===== config.mk =====
export PLATFORM = sky130hd
export DESIGN_NAME = spi_cmd_responder
export DESIGN_NICKNAME = d
export VERILOG_FILES = /design/src/rtl/spi_cmd_responder.sv
export SDC_FILE = /design/constraint.sdc
export NUM_CORES = 1
export LEC_CHECK = 0
export ABC_AREA = 1
export CORE_ASPECT_RATIO = 0.6
export CORE_MARGIN = 2
export CORE_UTILIZATION = 25
export DETAILED_ROUTE_END_ITERATION = 12
export MAX_ROUTING_LAYER = met4
export PLACE_DENSITY = 0.49
export SYNTH_ARGS = -nofsm -noshare
export SYNTH_HDL_FRONTEND = slang
export SYNTH_SLANG_ARGS = --single-unit

===== constraint.sdc =====
create_clock -name sysclk -period 2.2 [get_ports sysclk]
set_input_delay 0.33 -clock sysclk [delete_from_list [all_inputs] [get_ports sysclk]]
set_output_delay 0.33 -clock sysclk [all_outputs]
set_load 0.01 [all_outputs]

===== src/rtl/spi_cmd_responder.sv =====
`default_nettype none
// ============================================================================
// spi_cmd_responder : SPI mode-0 slave decoding a command byte and data bytes
// Revision          : 1.0
// ============================================================================
module spi_cmd_responder #(
    parameter int MAX_BYTES   = 16,
    parameter int SYNC_STAGES = 2
) (
    input  logic       sysclk,
    input  logic       rst_n,
    input  logic       spi_slave_sck,
    input  logic       spi_slave_mosi,
    input  logic       spi_slave_ncs,
    output logic       spi_slave_miso,
    input  logic [7:0] status,
    output logic [7:0] cmd,
    output logic       cmd_valid,
    output logic [7:0] rx_data,
    output logic       rx_valid,
    output logic [4:0] byte_idx,
    output logic       tx_req,
    input  logic [7:0] tx_data,
    output logic       xfer_done,
    output logic       frame_err
);
    typedef enum logic [1:0] {
        IDLE       = 2'd0,
        CMD        = 2'd1,
        DATA       = 2'd2,
        WAIT_DESEL = 2'd3
    } state_t;

    localparam int                    c_settle_w   = $clog2(SYNC_STAGES + 1);
    localparam logic [c_settle_w-1:0] c_settle_cnt = c_settle_w'(SYNC_STAGES);
    localparam logic [c_settle_w-1:0] c_settle_one = c_settle_w'(1);
    localparam logic [4:0]            c_max_idx    = 5'(MAX_BYTES);

    logic [SYNC_STAGES-1:0] sck_sync_q, mosi_sync_q, ncs_sync_q;
    logic sck_s, mosi_s, ncs_s;
    logic sck_prev_q, ncs_prev_q;
    logic sck_rise, sck_fall, ncs_rise, ncs_fall;

    generate
        if (SYNC_STAGES == 1) begin : g_sync_single
            always_ff @(posedge sysclk or negedge rst_n) begin
                if (!rst_n) begin
                    sck_sync_q  <= '0;
                    mosi_sync_q <= '0;
                    ncs_sync_q  <= '1;
                end else begin
                    sck_sync_q  <= spi_slave_sck;
                    mosi_sync_q <= spi_slave_mosi;
                    ncs_sync_q  <= spi_slave_ncs;
                end
            end
        end else begin : g_sync_chain
            always_ff @(posedge sysclk or negedge rst_n) begin
                if (!rst_n) begin
                    sck_sync_q  <= '0;
                    mosi_sync_q <= '0;
                    ncs_sync_q  <= '1;
                end else begin
                    sck_sync_q  <= {sck_sync_q[SYNC_STAGES-2:0], spi_slave_sck};
                    mosi_sync_q <= {mosi_sync_q[SYNC_STAGES-2:0], spi_slave_mosi};
                    ncs_sync_q  <= {ncs_sync_q[SYNC_STAGES-2:0], spi_slave_ncs};
                end
            end
        end
    endgenerate

    assign sck_s  = sck_sync_q[SYNC_STAGES-1];
    assign mosi_s = mosi_sync_q[SYNC_STAGES-1];
    assign ncs_s  = ncs_sync_q[SYNC_STAGES-1];

    always_ff @(posedge sysclk or negedge rst_n) begin
        if (!rst_n) begin
            sck_prev_q <= 1'b0;
            ncs_prev_q <= 1'b1;
        end else begin
            sck_prev_q <= sck_s;
            ncs_prev_q <= ncs_s;
        end
    end

    assign sck_rise = sck_s & ~sck_prev_q;
    assign sck_fall = ~sck_s & sck_prev_q;
    assign ncs_rise = ncs_s & ~ncs_prev_q;
    assign ncs_fall = ~ncs_s & ncs_prev_q;

    state_t state_q, state_d;
    logic [2:0] bit_cnt_q, bit_cnt_d;
    logic [7:0] rx_shift_q, rx_shift_d;
    logic [7:0] tx_shift_q, tx_shift_d;
    logic [7:0] tx_hold_q;
    logic       req_dly_q;
    logic [7:0] cmd_q, cmd_d;
    logic [7:0] rx_data_q, rx_data_d;
    logic [4:0] byte_idx_q, byte_idx_d;
    logic [4:0] data_cnt_q, data_cnt_d;
    logic       cmd_valid_q, cmd_valid_d;
    logic       rx_valid_q, rx_valid_d;
    logic       tx_req_q, tx_req_d;
    logic       xfer_done_q, xfer_done_d;
    logic       frame_err_q, frame_err_d;
    logic       quiet_q, quiet_d;
    logic       ready_q, ready_d;
    logic [c_settle_w-1:0] settle_q, settle_d;
    logic [7:0] rx_byte;

    assign rx_byte = {rx_shift_q[6:0], mosi_s};

    always_ff @(posedge sysclk or negedge rst_n) begin
        if (!rst_n) begin
            state_q     <= IDLE;
            bit_cnt_q   <= '0;
            rx_shift_q  <= '0;
            tx_shift_q  <= '0;
            cmd_q       <= '0;
            rx_data_q   <= '0;
            byte_idx_q  <= '0;
            data_cnt_q  <= '0;
            cmd_valid_q <= 1'b0;
            rx_valid_q  <= 1'b0;
            tx_req_q    <= 1'b0;
            xfer_done_q <= 1'b0;
            frame_err_q <= 1'b0;
            quiet_q     <= 1'b0;
            ready_q     <= 1'b0;
            settle_q    <= '0;
        end else begin
            state_q     <= state_d;
            bit_cnt_q   <= bit_cnt_d;
            rx_shift_q  <= rx_shift_d;
            tx_shift_q  <= tx_shift_d;
            cmd_q       <= cmd_d;
            rx_data_q   <= rx_data_d;
            byte_idx_q  <= byte_idx_d;
            data_cnt_q  <= data_cnt_d;
            cmd_valid_q <= cmd_valid_d;
            rx_valid_q  <= rx_valid_d;
            tx_req_q    <= tx_req_d;
            xfer_done_q <= xfer_done_d;
            frame_err_q <= frame_err_d;
            quiet_q     <= quiet_d;
            ready_q     <= ready_d;
            settle_q    <= settle_d;
        end
    end

    // tx_data is captured on the second rising edge after tx_req asserts
    always_ff @(posedge sysclk or negedge rst_n) begin
        if (!rst_n) begin
            req_dly_q <= 1'b0;
            tx_hold_q <= '0;
        end else begin
            req_dly_q <= tx_req_q;
            if (req_dly_q) begin
                tx_hold_q <= tx_data;
            end
        end
    end

    always_comb begin
        state_d     = state_q;
        bit_cnt_d   = bit_cnt_q;
        rx_shift_d  = rx_shift_q;
        tx_shift_d  = tx_shift_q;
        cmd_d       = cmd_q;
        rx_data_d   = rx_data_q;
        byte_idx_d  = byte_idx_q;
        data_cnt_d  = data_cnt_q;
        quiet_d     = quiet_q;
        ready_d     = ready_q;
        settle_d    = settle_q;
        cmd_valid_d = 1'b0;
        rx_valid_d  = 1'b0;
        tx_req_d    = 1'b0;
        xfer_done_d = 1'b0;
        frame_err_d = 1'b0;

        case (state_q)
            IDLE: begin
                // After reset, wait for the synchronizers to fill before trusting ncs
                if (!ready_q) begin
                    if (settle_q == c_settle_cnt) begin
                        ready_d = 1'b1;
                        if (!ncs_s) begin
                            state_d = WAIT_DESEL;
                            quiet_d = 1'b1;
                        end
                    end else begin
                        settle_d = settle_q + c_settle_one;
                    end
                end else if (ncs_fall) begin
                    state_d    = CMD;
                    bit_cnt_d  = '0;
                    rx_shift_d = '0;
                    data_cnt_d = '0;
                    tx_shift_d = status;
                end
            end

            CMD, DATA: begin
                if (ncs_rise) begin
                    xfer_done_d = 1'b1;
                    frame_err_d = (bit_cnt_q != 3'd0);
                    state_d     = IDLE;
                    bit_cnt_d   = '0;
                    tx_shift_d  = '0;
                end else begin
                    if (sck_rise) begin
                        rx_shift_d = rx_byte;
                        bit_cnt_d  = bit_cnt_q + 3'd1;
                        if (bit_cnt_q == 3'd7) begin
                            if (state_q == CMD) begin
                                cmd_d       = rx_byte;
                                cmd_valid_d = 1'b1;
                                tx_req_d    = 1'b1;
                                data_cnt_d  = '0;
                                state_d     = DATA;
                            end else if (data_cnt_q == c_max_idx) begin
                                frame_err_d = 1'b1;
                                tx_shift_d  = '0;
                                state_d     = WAIT_DESEL;
                            end else begin
                                rx_data_d   = rx_byte;
                                rx_valid_d  = 1'b1;
                                tx_req_d    = 1'b1;
                                byte_idx_d  = data_cnt_q;
                                data_cnt_d  = data_cnt_q + 5'd1;
                            end
                        end
                    end
                    // A fall with the bit count wrapped to 0 is the 8th fall of a byte
                    if (sck_fall) begin
                        tx_shift_d = (bit_cnt_q == 3'd0) ? tx_hold_q : {tx_shift_q[6:0], 1'b0};
                    end
                end
            end

            WAIT_DESEL: begin
                if (ncs_rise) begin
                    xfer_done_d = ~quiet_q;
                    quiet_d     = 1'b0;
                    bit_cnt_d   = '0;
                    state_d     = IDLE;
                end
            end

            default: state_d = IDLE;
        endcase
    end

    assign spi_slave_miso = tx_shift_q[7] & ~spi_slave_ncs & ((state_q == CMD) || (state_q == DATA));
    assign cmd       = cmd_q;
    assign cmd_valid = cmd_valid_q;
    assign rx_data   = rx_data_q;
    assign rx_valid  = rx_valid_q;
    assign byte_idx  = byte_idx_q;
    assign tx_req    = tx_req_q;
    assign xfer_done = xfer_done_q;
    assign frame_err = frame_err_q;

endmodule
`default_nettype wire


* Yosys cells after proc, flatten, opt, wreduce, memory -nomap -nowiden
Cells that the tools add are included.
** Word-level totals
- Flip-flop bits (word level) :: 72
- Bits of input ports :: 21
- Logic and storage cells :: 157
** Cells by class
- Add/sub/neg operators :: 3
- Equal/unequal tests :: 26
- Mux-type cells :: 72
- Bitwise logic cells :: 17
- Reduce and logical (&&, ||, !) cells :: 16
** Operators with widths (count)
- $mux W8 :: 9
- $mux W5 :: 7
- $mux W1 :: 30
- $mux W7 :: 4
- $reduce_and A7 Y1 :: 3
- $mux W2 :: 10
- $ne A4 B4 Y1 const B :: 5
- $ne A2 B2 Y1 const B :: 9
- $ne A3 B3 Y1 const B :: 6
- $pmux W8 S2 :: 1
- $mux W3 :: 5
- $reduce_and A5 Y1 :: 3
- $pmux W7 S2 :: 1
- $not A1 Y1 :: 11
- $pmux W5 S2 :: 1
- $pmux W3 S3 :: 1
- $and A1 B1 Y1 :: 6
- $eq A2 B2 Y1 const B :: 3
- $pmux W2 S3 :: 1
- $reduce_and A6 Y1 :: 1
- $add A5 B1 Y5 const B :: 1
- $eq A5 B5 Y1 const B :: 1
- $pmux W1 S2 :: 2
- $reduce_and A4 Y1 :: 1
- other kinds (11) :: 12

* Depth between registers and ports, before layout
- Depth after elaboration :: 8
- Mapped depth :: 11
- Gate-level depth less buffers :: 11

* Worst setup path before layout
Ideal clock, no wire load.
- Kind :: reg2out
- From :: reg state_q[0]
- To :: out spi_slave_miso
- Arrival time :: 1331 ps
- Data required time :: 1870 ps
- Path slack :: 539 ps
- Cell stages (with the launch flop) :: 7
- Buffers on the path :: 2
- Cells stage by stage :: dfrtp_1 -> inv_1 -> ha_1 -> buf_4 -> clkbuf_1 -> nand2_1 -> nor2_1
** On the way
- Cells in the longest elaborated chain, start to end :: 3
- Elaborated cells on any way between the ends :: 4
** RTL lines
- start: declaration :: line 91 : state_t state_q, state_d;
- start signal: assignment :: line 132 : state_q <= state_d;
- $eq A2 B1 Y1 / $eq A2 B2 Y1 (equally long branches) :: line 255 : assign spi_slave_miso = tx_shift_q[7] & ~spi_slave_ncs & ((state_q == CMD) || (state_q == DATA));
- $logic_or A1 B1 Y1 * :: line 255
- $and A1 B1 Y1 * :: line 255
- end: declaration :: line 15 : output logic spi_slave_miso,
Mark *: on every way between the ends. The rest lies on a longest branch, timed or not.

* Final worst setup path
- From :: reg state_q[0]
- To :: reg byte_idx_q[4], in the netlist byte_idx[4]
** On the way
- Cells in the longest elaborated chain, start to end :: 3
- Elaborated cells on any way between the ends :: 5
** RTL lines
- $eq A2 B1 Y1 / $eq A2 B2 Y1 (equally long branches) :: line 182, 216
- $reduce_or A2 Y1 / $not A1 Y1 (equally long branches)
- $reduce_and A6 Y1 (no line) *
- end signal: assignment :: line 138 : byte_idx_q <= byte_idx_d;
- end: declaration :: line 99 : logic [4:0] byte_idx_q, byte_idx_d;
Marks and branches as above.
A chain may end at the register's enable or synchronous reset.

==> out/qor.txt <==
source of the worst hold timing path - mosi_sync_q[0]
capturing element type of the critical path - flip-flop
count of buffers inserted at the top-level ports - 47
number of storage elements in the synthesis netlist - 72
Boundary Pins - 48
Final Instance Count excl. Fillers - 617
Worst R2R End - byte_idx[4]
area fraction of the dominant cell type after synthesis - 50.3%
total half-perimeter wirelength after legalization and detailed placement - 5550 microns
Hold Fails Final Rpt - 0
Routed Wire Length - 7640 microns
critical path's largest stage delay - 0.38 ns
global-route usage over all layers - 11.9%
type of origin of the critical path - flip-flop
H-tree depth - 3
Crit-path slowest cell - dfrtp_1
library cells used by synthesis - 31
starting utilization of the core area - 25.4%
postcts setup bufs - 0
number of cells traversed by the worst register-to-register path - 9
worst slew margin relative to its limit - 69.0%
cell count after synthesis - 385
standard-cell row count - 33
clock root buffer - clkbuf_16
post-layout net count - 470
syn_nets - 418
Setup CP Type - flip-flop to flip-flop
layout cells sized above 1 - 14.0%
min-delay worst type - flip-flop to flip-flop
post-synth top area cell - dfrtp_1
floorplan die height - 94.8 microns
transition time at the pin with the least slew margin - 0.465 ns
minimum clock period - 1.91 ns
post-detailed-route via-to-cell ratio - 4.20
run status - finished, final reports clean
number of global-route vias before repair - 2662
post-route setup TNS - 0 ns
First DRT Iteration DRCs - 116
data arrival time at the worst-slack endpoint - 2.12 ns
Cell Chain, Critical Path - inv_1 -> ha_1 -> inv_2 -> nor2_4 -> inv_2 -> nor2_4 -> nand3_4 -> nand2_1 -> o21ai_2
Fin Hold WS - 0.349 ns
initial antenna violation count - 0
max capacitance violation total - 0
number of stages on the worst hold path - 0
Avg Cell Area, Syn - 8.92 sq um
Cell Pwr Density - 1080 nW/um^2
area of all placed cells without fillers - 4400 sq um
Slew Limit Fails - 0
global placement routability congestion - 0.846
fraction of the yosys area taken by sequential cells - 52.6%
start of the worst register-to-register path - state_q[0]
total clock buffers created by CTS - 9
Leakage - 2.08 nW
total vias in the final route - 2594
critical path peak fanout - 26
Area growth syn-to-layout - 28.0%
top cells by area, synth - dfrtp_1, nand2_1, nand3_1, inv_1, ha_1
Clock Pin Slew Worst Setup and Hold Paths - 0.07 ns
Yosys warning count - 0
hold-critical path endpoint - mosi_sync_q[1]
worst-case setup margin in the final layout - 0.288 ns
maximum count of clock buffers along a single path - 2
worst endpoint required time - 2.41 ns
post-DR wirelength/cell - 12.4 microns
# DRC - 0
Routed Antenna Nets - 0
worst setup skew after layout - 0.0113 ns
wire length of the first global-routing pass - 13300 microns
width of the die - 155 microns
number of placed instances, taps included - 600
clock tree from TritonCTS - built
period utilisation layout - 86.9%
worst setup slack for register-to-register paths - 0.29 ns
Post-Syn Area - 3430 sq um
worst slack at placement - 0.255 ns
Inserted Diodes - 0
VDD IR-drop max - 447 uV
detailed-router iteration count before antenna repair - 4
residual overflow from global routing - 0
floorplan die area - 14700 sq um
CORE AREA - 13500 sq um
RSZ-0062 raised after global routing - false
placement-stage cell area - 4080 sq um
CTS sink count - 72
worst skew pair latency - 0.34 ns
largest net degree at the start of global routing - 38
final count of negative-setup-slack endpoints - 0
fmax - 523 MHz
==> worst max-delay path: cells and delay by family, from the launching register on <==
| kind | cells | cell delay (ns) |
|---|---|---|
| AO/OA/AOI/OAI | 1 | 0.06 |
| adder cells (fa/ha/maj) | 1 | 0.34 |
| buffers and inverters | 3 | 0.31 |
| flip-flops | 1 | 0.38 |
| AND/OR/NAND/NOR | 4 | 0.70 |
==> report_power, final <==
part | total [mW] | leakage, nW | switching (mW) | internal (mW)
clock | 1.51 | 0.149 | 0.606 | 0.899
combinational | 1.64 | 1.01 | 1.12 | 0.513
sequential | 1.61 | 0.920 | 0.109 | 1.50
==> flip-flops by register name, indices dropped and copies added, names as in the netlist, 2 cells and up <==
signal,count
bit_cnt_q,3
ncs_sync_q,2
settle_q,2
data_cnt_q,5
rx_shift_q,7
tx_shift_q,8
tx_hold_q,8
mosi_sync_q,2
byte_idx,5
cmd,8
sck_sync_q,2
state_q,2
rx_data,8
==> worst max-delay path by stage <==
stage                     endpoint  depth (start not counted)  slack, ns        from
finish                 byte_idx[4]                          9       0.29  state_q[0]
global route         data_cnt_q[3]                          9       0.08  state_q[0]
CTS                    byte_idx[4]                          9       0.24  state_q[0]
detailed placement     byte_idx[4]                          9       0.26  state_q[0]
global placement     data_cnt_q[3]                          9       0.34  state_q[0]
floorplan           spi_slave_miso                          6       0.54  state_q[0]
==> cell usage after synthesis, drive strengths merged <==
master / n
a21oi: 3
a32oi: 1
buf: 9
clkbuf: 2
dfrtp: 69
dfstp: 3
ha: 12
inv: 46
mux2: 1
nand2: 123
nand3: 35
nand3b: 2
nand4: 1
nor2: 20
nor3: 4
o21ai: 48
o21bai: 3
o22ai: 1
or2: 1
xor2: 1
==> routing by layer <==
metal	GRT usage [%]	wire length, microns	vias to the layer above	share of wire (%)
met1	17.1	4150	1200	54
met4	4.05	140	0	1.8
met5	-	0	-	0
met2	16.0	3090	46	40
li1	-	-	1335	-
met3	3.03	261	13	3.4
==> what timing repair did <==
action                     CTS  global route
hold endpoints to repair    13             0
resized for setup            1             0
setup endpoints to repair    1             0
hold buffers                 1             0
==> cell usage in the layout (no fill, tap or decap), types with 2 or more instances in the layout <==
master           count
nand2_1            116
dfrtp_1             69
clkdlybuf4s50_1     45
inv_1               41
nand3_1             33
o21ai_0             20
o21ai_1             16
o21ai_2             12
ha_1                12
nor2_1              11
clkbuf_16            9
nor2_2               5
inv_2                5
nand2_2              4
nor2_4               4
a21oi_1              3
nor3_1               3
nand2_4              3
o21bai_1             3
inv_6                3
dfstp_2              3
buf_4                3
nand3_4              2
nand3b_1             2
==> metrics by stage <==
stage	power [mW]	util [%]
finish	4.75	32.5
CTS	4.82	32.5
global placement	3.25	30.1
global route	5.14	32.5
floorplan	2.89	-
detailed placement	3.27	30.1
==> cells by family after synthesis <==
logic type                 count (synthesis)  share of synthesized area, %
AOI/OAI and AO/OA                         56                          9.84
xor gates and xnor gates                   1                         0.255
adders and majority gates                 12                          4.37
buffers and inverters                     57                          7.43
DFF                                       72                          52.6
muxes                                      1                         0.328
and+or+nand+nor                          186                          25.2
==> layout make-up <==
class / count / area, sq um
Timing Repair Buffer: 52 / 517
Clock inverter: 7 / 83.8
Inverter: 46 / 173
Clock buffer: 9 / 225
Sequential cell: 72 / 1810
Tap cell: 175 / 219
Fill cell: 1395 / 9150
Multi-Input combinational cell: 256 / 1370
(Power assumes the default switching activity.)
